**src/rtl/ex_stage_scheduler.sv**
```systemverilog
// rtl/ex_stage_scheduler.sv - ID/EX pipeline sequencing controller (load-use, branch squash, multi-cycle hold)
//
// Purpose:
//   Generates the PC enable, IF/ID stall/flush and ID/EX bubble/hold controls for
//   the ID/EX boundary of an RV32 in-order pipeline. It detects load-use hazards,
//   squashes wrong-path instructions on a taken branch and holds the pipeline while
//   a multi-cycle EX operation (MUL/DIV) occupies the ALU.
//
// Optional feature macro: HAZARD_STATS_EN
//   Defined     : stall_cycles / flush_count are saturating event counters.
//   Not defined : both ports are tied to 0 and no counter flops exist.
//
// Ports:
//   clk              in   clock, all state updates on posedge
//   reset            in   asynchronous, active-high
//   id_valid         in   ID holds a valid instruction
//   id_rs1, id_rs2   in   ID source register indices
//   id_uses_rs1/rs2  in   ID instruction reads rs1 / rs2
//   id_multicycle    in   ID instruction is a multi-cycle ALU op
//   ex_valid         in   EX holds a valid instruction
//   ex_mem_read      in   EX instruction is a load
//   ex_rd            in   EX destination register
//   ex_branch_taken  in   EX resolved a taken branch/jump this cycle
//   pc_stall         out  hold PC
//   if_id_stall      out  hold IF/ID register
//   if_id_flush      out  clear IF/ID register to NOP
//   id_ex_bubble     out  load NOP into ID/EX
//   id_ex_hold       out  hold ID/EX contents
//   mc_busy          out  multi-cycle op executing
//   mc_done          out  one-cycle pulse: multi-cycle result valid this cycle
//   stall_cycles     out  stall-cycle counter
//   flush_count      out  flush-event counter

module ex_stage_scheduler #(
    parameter int REG_ADDR_WIDTH = 5,
    parameter int MC_LATENCY     = 32
) (
    input  logic                      clk,
    input  logic                      reset,
    input  logic                      id_valid,
    input  logic [REG_ADDR_WIDTH-1:0] id_rs1,
    input  logic [REG_ADDR_WIDTH-1:0] id_rs2,
    input  logic                      id_uses_rs1,
    input  logic                      id_uses_rs2,
    input  logic                      id_multicycle,
    input  logic                      ex_valid,
    input  logic                      ex_mem_read,
    input  logic [REG_ADDR_WIDTH-1:0] ex_rd,
    input  logic                      ex_branch_taken,
    output logic                      pc_stall,
    output logic                      if_id_stall,
    output logic                      if_id_flush,
    output logic                      id_ex_bubble,
    output logic                      id_ex_hold,
    output logic                      mc_busy,
    output logic                      mc_done,
    output logic [31:0]               stall_cycles,
    output logic [31:0]               flush_count
);

    localparam int CNT_W = $clog2(MC_LATENCY + 1);

    typedef enum logic {
        RUN     = 1'b0,
        MC_BUSY = 1'b1
    } state_t;

    state_t           state_q;
    state_t           state_d;
    logic [CNT_W-1:0] mc_cnt_q;
    logic [CNT_W-1:0] mc_cnt_d;
    logic             lu;

    // x0 is hardwired zero, so a load targeting it can never create a dependency.
    assign lu = ex_valid && ex_mem_read && (ex_rd != '0) && id_valid &&
                ((id_uses_rs1 && (id_rs1 == ex_rd)) ||
                 (id_uses_rs2 && (id_rs2 == ex_rd)));

    always_ff @(posedge clk or posedge reset) begin
        if (reset) begin
            state_q  <= RUN;
            mc_cnt_q <= '0;
        end else begin
            state_q  <= state_d;
            mc_cnt_q <= mc_cnt_d;
        end
    end

    // mc_cnt holds the number of MC_BUSY cycles still to go, including the
    // current one; the op leaves EX in the cycle where it reads 1.
    always_comb begin
        state_d      = state_q;
        mc_cnt_d     = mc_cnt_q;
        pc_stall     = 1'b0;
        if_id_stall  = 1'b0;
        if_id_flush  = 1'b0;
        id_ex_bubble = 1'b0;
        id_ex_hold   = 1'b0;
        mc_busy      = 1'b0;
        mc_done      = 1'b0;

        // Controls are forced low while reset is held, even though the
        // comparators above still see live inputs.
        if (!reset) begin
            case (state_q)
                RUN: begin
                    if (ex_branch_taken) begin
                        // Wrong-path instructions in IF/ID and ID are squashed;
                        // a squashed multi-cycle op must not start.
                        if_id_flush  = 1'b1;
                        id_ex_bubble = 1'b1;
                    end else if (lu) begin
                        pc_stall     = 1'b1;
                        if_id_stall  = 1'b1;
                        id_ex_bubble = 1'b1;
                    end else if (id_valid && id_multicycle) begin
                        state_d  = MC_BUSY;
                        mc_cnt_d = CNT_W'(MC_LATENCY);
                    end
                end
                MC_BUSY: begin
                    // The op in EX is neither a branch nor a load, so branch and
                    // load-use inputs are meaningless here and ignored.
                    pc_stall    = 1'b1;
                    if_id_stall = 1'b1;
                    id_ex_hold  = 1'b1;
                    mc_busy     = 1'b1;
                    if (mc_cnt_q == CNT_W'(1)) begin
                        mc_done  = 1'b1;
                        state_d  = RUN;
                        mc_cnt_d = '0;
                    end else begin
                        mc_cnt_d = mc_cnt_q - CNT_W'(1);
                    end
                end
                default: begin
                    state_d  = RUN;
                    mc_cnt_d = '0;
                end
            endcase
        end
    end

`ifdef HAZARD_STATS_EN
    logic [31:0] stall_q;
    logic [31:0] flush_q;

    always_ff @(posedge clk or posedge reset) begin
        if (reset) begin
            stall_q <= '0;
            flush_q <= '0;
        end else begin
            if (pc_stall && (stall_q != 32'hFFFF_FFFF)) begin
                stall_q <= stall_q + 32'd1;
            end
            if (if_id_flush && (flush_q != 32'hFFFF_FFFF)) begin
                flush_q <= flush_q + 32'd1;
            end
        end
    end

    assign stall_cycles = stall_q;
    assign flush_count  = flush_q;
`else
    assign stall_cycles = 32'd0;
    assign flush_count  = 32'd0;
`endif

endmodule

```
**config.mk**
```make
export PLATFORM = sky130hd
export DESIGN_NAME = ex_stage_scheduler
export DESIGN_NICKNAME = d
export VERILOG_FILES = /design/src/rtl/ex_stage_scheduler.sv
export SDC_FILE = /design/constraint.sdc
export NUM_CORES = 1
export LEC_CHECK = 0
export BUFFER_PORTS_ARGS = -buffer_cell sky130_fd_sc_hd__buf_2
export CAP_MARGIN = 25
export CORE_MARGIN = 2
export CORE_UTILIZATION = 41
export DETAILED_ROUTE_END_ITERATION = 10
export GPL_ROUTABILITY_DRIVEN = 0
export MAX_ROUTING_LAYER = met4
export PLACE_DENSITY = 0.87
export SKIP_LAST_GASP = 1
export SYNTH_ARGS = -nofsm -noshare
export SYNTH_HDL_FRONTEND = slang
export SYNTH_SLANG_ARGS = --single-unit
```
**constraint.sdc**
```tcl
create_clock -name clk -period 5.7 [get_ports clk]
set_input_delay 1.71 -clock clk [delete_from_list [all_inputs] [get_ports clk]]
set_output_delay 1.71 -clock clk [all_outputs]
set_load 0.005 [all_outputs]
```
# After elaboration in Yosys (flattened, before gate mapping)
# Index checks and enable logic that the tools add are counted.
[word_totals] wordCells=46 regBits=7 output_inout_bits=71
[op_classes] n_addsub=1 reduce_logical=10 eq_ne=6 bitwise_logic=2 muxes=25
[op_table] operator="two-way mux 6 bit" n=4
[op_table] operator="two-way mux 1 bit" n=18
[op_table] operator="case mux 6 bit (2 select lines)" n=1
[op_table] operator="equality test 5 bit" n=2
[op_table] operator="logical AND 1 bit" n=7
[op_table] operator="equality test 6 x 1 -> 1 bit (second input constant)" n=1
[op_table] operator="!= test 2 bit (second input constant)" n=3
[op_table] operator="subtractor 6 x 1 -> 6 bit (second input constant)" n=1
[op_table] operator="nonzero test 5 bit" n=1
[op_table] operator="case mux 1 bit (2 select lines)" n=2
[op_table] operator="AND reduction 4 bit" n=1
[op_table] operator="inverter 1 bit" n=2
[op_table] operator="logical OR 1 bit" n=1

# Longest topological paths before layout
# Gate-level depths: netlist (run 1).
[logic_depth] ltp_word=8 mapped_depth=6

# Least setup slack after synthesis (run 1)
# Ideal clock, no wire load.
[synth_timing] path_type="input port to output port" from="in ex_rd[1]" to="out pc_stall" arrival_time_ns=2.734 path_slack_ns=1.256 stages=6 path_buffers=1 cell_sequence="xnor2_1 > nand4_1 > o22ai_2 > nand2_1 > o31ai_1 > buf_4"
[synth_via] elab_chain_len=8
[synth_rtl] element="from (decl)" line_no="48" text="input logic [REG_ADDR_WIDTH-1:0] ex_rd,"
[synth_rtl] element="equality test 5 bit, or another cell as far along" line_no="76" text="((id_uses_rs1 && (id_rs1 == ex_rd)) ||"
[synth_rtl] element="logical AND 1 bit, on equally long branches" line_no="76, 75, 77"
[synth_rtl] element="logical OR 1 bit / logical AND 1 bit (equally long branches)" line_no="76, 75"
[synth_rtl] element="logical AND 1 bit (*)" line_no="75" text="assign lu = ex_valid && ex_mem_read && (ex_rd != '0) && id_valid &&"
[synth_rtl] element="two-way mux 1 bit (*) (2 in a row)"
[synth_rtl] element="case mux 1 bit (2 select lines) (*)"
[synth_rtl] element="two-way mux 1 bit (*)"
[synth_rtl] element="to (decl)" line_no="50" text="output logic pc_stall,"
# Every way passes the cells marked *; elsewhere a longest branch is shown, timed or not.

# Worst setup path after layout (run 1)
[layout_timing] from="in ex_rd[4]" to="out pc_stall"
[layout_via] elab_chain_len=8
[layout_rtl] element="equality test 5 bit, or another cell as far along" line_no="76"
[layout_rtl] element="logical AND 1 bit, on equally long branches" line_no="76, 75, 77"
[layout_rtl] element="logical OR 1 bit / logical AND 1 bit (equally long branches)" line_no="76, 75"
[layout_rtl] element="logical AND 1 bit (*)" line_no="75"
[layout_rtl] element="two-way mux 1 bit (*)" line_no="112" text="end else if (lu) begin"
[layout_rtl] element="two-way mux 1 bit (*)" line_no="107" text="if (ex_branch_taken) begin"
[layout_rtl] element="case mux 1 bit (2 select lines) (*)" line_no="105" text="case (state_q)"
[layout_rtl] element="two-way mux 1 bit (*)" line_no="104" text="if (!reset) begin"
# Marked as above.

==> results of run 1 <==
-- final cells by class --
| cell class | count | area [sq um] | area share |
|---|---|---|---|
| clock buffers | 4 | 26.28 | 0.02512 |
| inverters | 8 | 30.03 | 0.02871 |
| multi-input cells | 116 | 626.9 | 0.5993 |
| flip-flops and latches | 7 | 175.2 | 0.1675 |
| well taps | 30 | 37.54 | 0.03589 |
| repair buffers | 30 | 150.1 | 0.1435 |
-- stage by stage --
step                utilization  power (W)  setup slack [ps]  hold slack [ps]  std cells
detailed placement       0.4079  0.0002508              1053            546.5        191
global route             0.4184  0.0003264             932.9            586.6        195
finish                   0.4184  0.0002975              1068            553.8        195
floorplan                     -  0.0002490              1256            514.2        199
CTS                      0.4184  0.0003019              1061            558.6        195
global placement         0.4079  0.0002455              1085            532.2        191
-- kinds of logic after synthesis --
logic type / share of synthesized area
AND/OR/NAND/NOR: 0.1115
multiplexers: 0.009102
XOR/XNOR: 0.1035
adder cells (fa/ha/maj): 0.02275
flip-flops: 0.1593
buffers and inverters: 0.4858
AO/OA/AOI/OAI: 0.1047
other: 0.003410
-- how the worst max path moves through the flow --
stage / from / to / slack (ps)
after floorplan: ex_rd[1] / pc_stall / 1260
after global placement: ex_rd[4] / pc_stall / 1090
final: ex_rd[4] / pc_stall / 1070
after detailed placement: ex_rd[4] / pc_stall / 1050
after CTS: ex_rd[4] / pc_stall / 1060
after global routing: ex_rd[4] / pc_stall / 930
-- cell usage after synthesis (all sizes together) --
master,count,share of area
ha,2,0.023
o22a,1,0.0080
xor2,1,0.0080
or3,1,0.0057
nand2,5,0.017
o31ai,6,0.041
a211oi,1,0.0068
nand2b,1,0.0057
conb,1,0.0034
nor3,4,0.018
a21oi,1,0.0045
inv,7,0.024
or3b,1,0.0080
clkinv,1,0.0034
o22ai,1,0.011
xnor2,12,0.096
nand3,4,0.018
a2111oi,1,0.025
mux2i,1,0.0091
clkbuf,1,0.0034
dfrtp,7,0.16
o31a,1,0.0080
nand4,5,0.028
buf,67,0.46
nor2,3,0.010
-- worst max-delay path: cells and delay by family --
kind            cells  cell delay [ps]
buf+inv             2              300
compound gates      2              530
simple gates        2              220
xor+xnor            1              160
-- flip-flops by register name (all words and copies together) (netlist names) --
register / count
mc_cnt_q: 6
state_q: 1
-- where the power goes --
part	switching [W]	total (W)	internal, W
sequential	0.0000254	0.0000986	0.0000733
combinational	0.0000789	0.000152	0.0000733
clock	0.0000198	0.0000466	0.0000268
-- per-layer routing --
layer,track usage,vias up
met5,-,-
met4,0.02787,0
met3,0.06512,0
met2,0.1922,58
met1,0.1132,354
li1,-,372
==> out/qor.txt, run 1 <==
Final WL = 1799 um
YS warnings = 0
Max IR drop VDD = 221.8 uV
CTS clk-pin slew, worst paths = 50 ps
Leak Pwr = 0.5668 nW
Inserted Diodes = 0
Met3 wire len = 299 um
FMAX = 215.9 MHz
DRT met1 WL = 593 um
RSZ-0062 raised after global routing = no
Min-Delay Path Depth = 1
Dpl hpwl = 1527 um
Final Cell Area = 1046 sq um
Hold-fix buffers, CTS = 0
DR WL/cell = 9.226 um
Reg2Reg Setup Slack = 4040 ps
Layout cells sized above 1 = 0.2121
CTS root buf = clkbuf_4
Max FO, Critical Path = 3
Hold Crit Start = mc_cnt_q[5]
CTS H-tree depth = 1
Most frequent cells in the layout = conb_1 (64), buf_2 (30), xnor2_1 (12)
Hold Violations, Final = 0
Maximum clock path buffer count = 2
Nets = 192
# fillers = 277
First drt pass iteration count = 4
Antenna Nets Post-Route = 0
Run status = completed
Pins Over Slew Limit = 0
First-pass GRT wire length = 2760 um
Initial antenna violation count = 0
Register area share after synthesis = 0.1593
Post-CTS setup repair buffer count = 0
Ports = 95
# setup viols final = 0
Worst-Margin Slew = 533.8 ps
Unique masters post-synth = 26
Inserted Clock Buffers = 3
Relative slew slack = 0.6441
CP Capture Type = output pin
Cells after Synth = 136
Largest net degree at the start of global routing = 13
Fin crit share = 0.8127
Top sig layer = met3
Vias in the first global route = 654
Starting Density = 0.4399
R2R Path End = mc_cnt_q[2]
Worst R2R Path Depth = 4
CTS tree = done
Crit path launch type = input pin
Critical path class = in -> out
Row cnt = 18
Crit path top cell by count = buf_2
Area Growth Syn to Fin = -4.892%
DR WL met2 = 906 um
Yosys reg bits = 7
Max Cap Viol = 0
Via count = 784
Post-route setup TNS = 0 ps
PostCTS Resize Cnt = 0
Crit path max-delay cell type = o31ai_1
CP Data Arrival Time = 2920 ps
Die Span X = 55.79 um
GRT overflow = 0
Average footprint of a synthesized cell = 8.087 sq um
Global-route usage over all layers = 0.1138
Hold Path Class = reg -> reg
Hold Path Sink = mc_cnt_q[5]
Clock latency reported for the late side of the worst-skew pair = 260 ps
DRC viols = 0
DR vias/cell = 4.021
Most common cell after layout, fill and taps aside = conb_1
Worst path max stage delay = 270 ps
Core Region = 2500 sq um
Die Y = 55.79 um
Pwr Density = 284.4 nW/um^2
R2R Path Start = mc_cnt_q[2]
Initial detailed-routing violation count = 27
Synthesized area = 1100 sq um
Num Clock Sinks = 7
Fin crit period = 4632 ps
Die area = 3113 sq um
Req. time, crit path = 3990 ps
Clock skew = 2.160 ps
I/O Buffers = 30
Crit path cell chain = buf_2, xnor2_1, nand4_1, o22ai_2, nand2_1, o31ai_1, buf_2
Placement Cell Area = 1020 sq um
Note: power is estimated with default switching activity, not from simulation.
==> run 2: changes to the inputs <==
- CORE_UTILIZATION: 41 -> 35
- PLACE_DENSITY: 0.87 -> 0.79
- clock period: 5.7 -> 3.7 ns (I/O delays scaled with it)
==> out/qor.txt, run 2 (synthesis gave the netlist of run 1 again) <==
Run status = completed
Seq pwr share = 0.327
Inserted Diodes = 0
Crit path cell chain = buf_2, xnor2_1, nand4_1, o22ai_2, nand2_1, o31ai_1, buf_2
Most frequent cells in the layout = conb_1 (64), buf_2 (30), xnor2_1 (12)
First-pass GRT wire length = 2359 um
DR WL/cell = 8.261 um
Maximum clock path buffer count = 2
Core Region = 3028 sq um
Int Power = 0.0002718 W
Relative slew slack = 0.6472
Fin crit share = 0.9240
Initial antenna violation count = 0
Vias in the first global route = 598
FMAX = 292.5 MHz
Final WL = 1743 um
P_sw = 0.0001914 W
R2R Path End = mc_cnt_q[4]
Max IR drop VDD = 224.4 uV
GRT overflow = 0
DR vias/cell = 3.739
Logic gate share of total power = 0.521
R2R Path Start = mc_cnt_q[2]
I/O Buffers = 30
Setup crit end = pc_stall
RSZ-0062 raised after global routing = no
Net Sw Frac = 0.4132
Worst path max stage delay = 270 ps
Dpl hpwl = 1528 um
Max reg flops = 6
Starting Density = 0.3632
Hold-fix buffers, CTS = 0
CTS H-tree depth = 1
Leak Pwr = 0.5765 nW
Post-CTS setup repair buffer count = 0
Clk network pwr share = 0.152
Global-route usage over all layers = 0.09299
Antenna Nets Post-Route = 0
Req. time, crit path = 2590 ps
Die Y = 60.06 um
Ports = 95
Clock latency reported for the late side of the worst-skew pair = 250 ps
Pins Over Slew Limit = 0
Hold WS = 556.5 ps
Hold Violations, Final = 0
Reg2Reg Setup Slack = 2050 ps
Row cnt = 20
Total power = 0.0004632 W
CTS root buf = clkbuf_4
Via count = 789
CTS tree = done
Max FO, Critical Path = 3
Hold Path Class = reg -> reg
Family with the most delay on the worst path = compound AO/OA/AOI/OAI gates
Layout cells sized above 1 = 0.2216
CP Capture Type = output pin
Worst-Margin Slew = 529.1 ps
Biggest regs = mc_cnt_q (6), state_q (1)
Register bank with the most flops = mc_cnt_q
Crit path top cell by count = buf_2
Worst R2R Path Depth = 4
Die area = 3607 sq um
Crit. Startpoint = ex_rd[3]
Min-Delay Path Depth = 1
Critical path class = in -> out
Buf+Inv Stages, Crit Path = 2
Initial detailed-routing violation count = 27
Max Cap Viol = 0
Post-route setup TNS = 0 ps
First drt pass iteration count = 4
DRC viols = 0
Crit path launch type = input pin
Pwr Density = 429.4 nW/um^2
# setup viols final = 0
Die Span X = 60.06 um
Critical path depth in cells = 7
Crit path max-delay cell type = o31ai_1
Num Clock Sinks = 7
Nets = 194
Fin crit period = 3419 ps
Pre-CTS setup slack = 262.2 ps
Area Growth Syn to Fin = -1.934%
Setup WS post-layout = 281.3 ps
CP Data Arrival Time = 2310 ps
Inserted Clock Buffers = 3
Most common cell after layout, fill and taps aside = conb_1
PostCTS Resize Cnt = 0
Final core utilization = 0.3562
CTS clk-pin slew, worst paths = 50 ps
Clock skew = 5.661 ps
Largest net degree at the start of global routing = 12
[run 2: metal layers]
metal  wire length, um  up-vias  GRT usage
li1                  -      378          -
met1               601      352    0.08530
met2               887       59     0.1615
met3               254        0    0.05195
met4                 0        0    0.03175
met5                 0        -          -
[run 2: stage by stage]
stage / instance area (sq um) / cells
3_3_place_gp: 1052 / 207
5_1_grt: 1079 / 211
3_5_place_dp: 1052 / 207
4_1_cts: 1079 / 211
6_report: 1079 / 211
2_1_floorplan: 1336 / 199
[run 2: layout make-up]
type | count | area (sq um)
fillers | 338 | 1949
multi-input cells | 116 | 626.9
flip-flops and latches | 7 | 175.2
repair buffers | 32 | 165.2
well taps | 44 | 55.05
inverters | 8 | 30.03
clock buffers | 4 | 26.28
[run 2: worst min-delay path by stage]
stage                 from          end
6_report       mc_cnt_q[5]  mc_cnt_q[5]
2_1_floorplan  mc_cnt_q[5]  mc_cnt_q[5]
4_1_cts        mc_cnt_q[5]  mc_cnt_q[5]
5_1_grt        mc_cnt_q[5]  mc_cnt_q[5]
3_5_place_dp   mc_cnt_q[5]  mc_cnt_q[5]
3_3_place_gp   mc_cnt_q[5]  mc_cnt_q[5]
[run 2: worst reg2reg max path: stages (launching register included)]
cell and delay (ps):
dfrtp_1 410, or3_1 400, or3b_1 490, nand4_1 140
o31ai_1 70
[run 2: power by group through the flow]
stage               clock network, W  registers, W  logic (W)
detailed placement                 0      0.000153   0.000242
global placement                   0      0.000151   0.000235
global route               0.0000812      0.000159   0.000272
floorplan                          0      0.000134   0.000249
finish                     0.0000702      0.000152   0.000241
CTS                        0.0000750      0.000152   0.000243
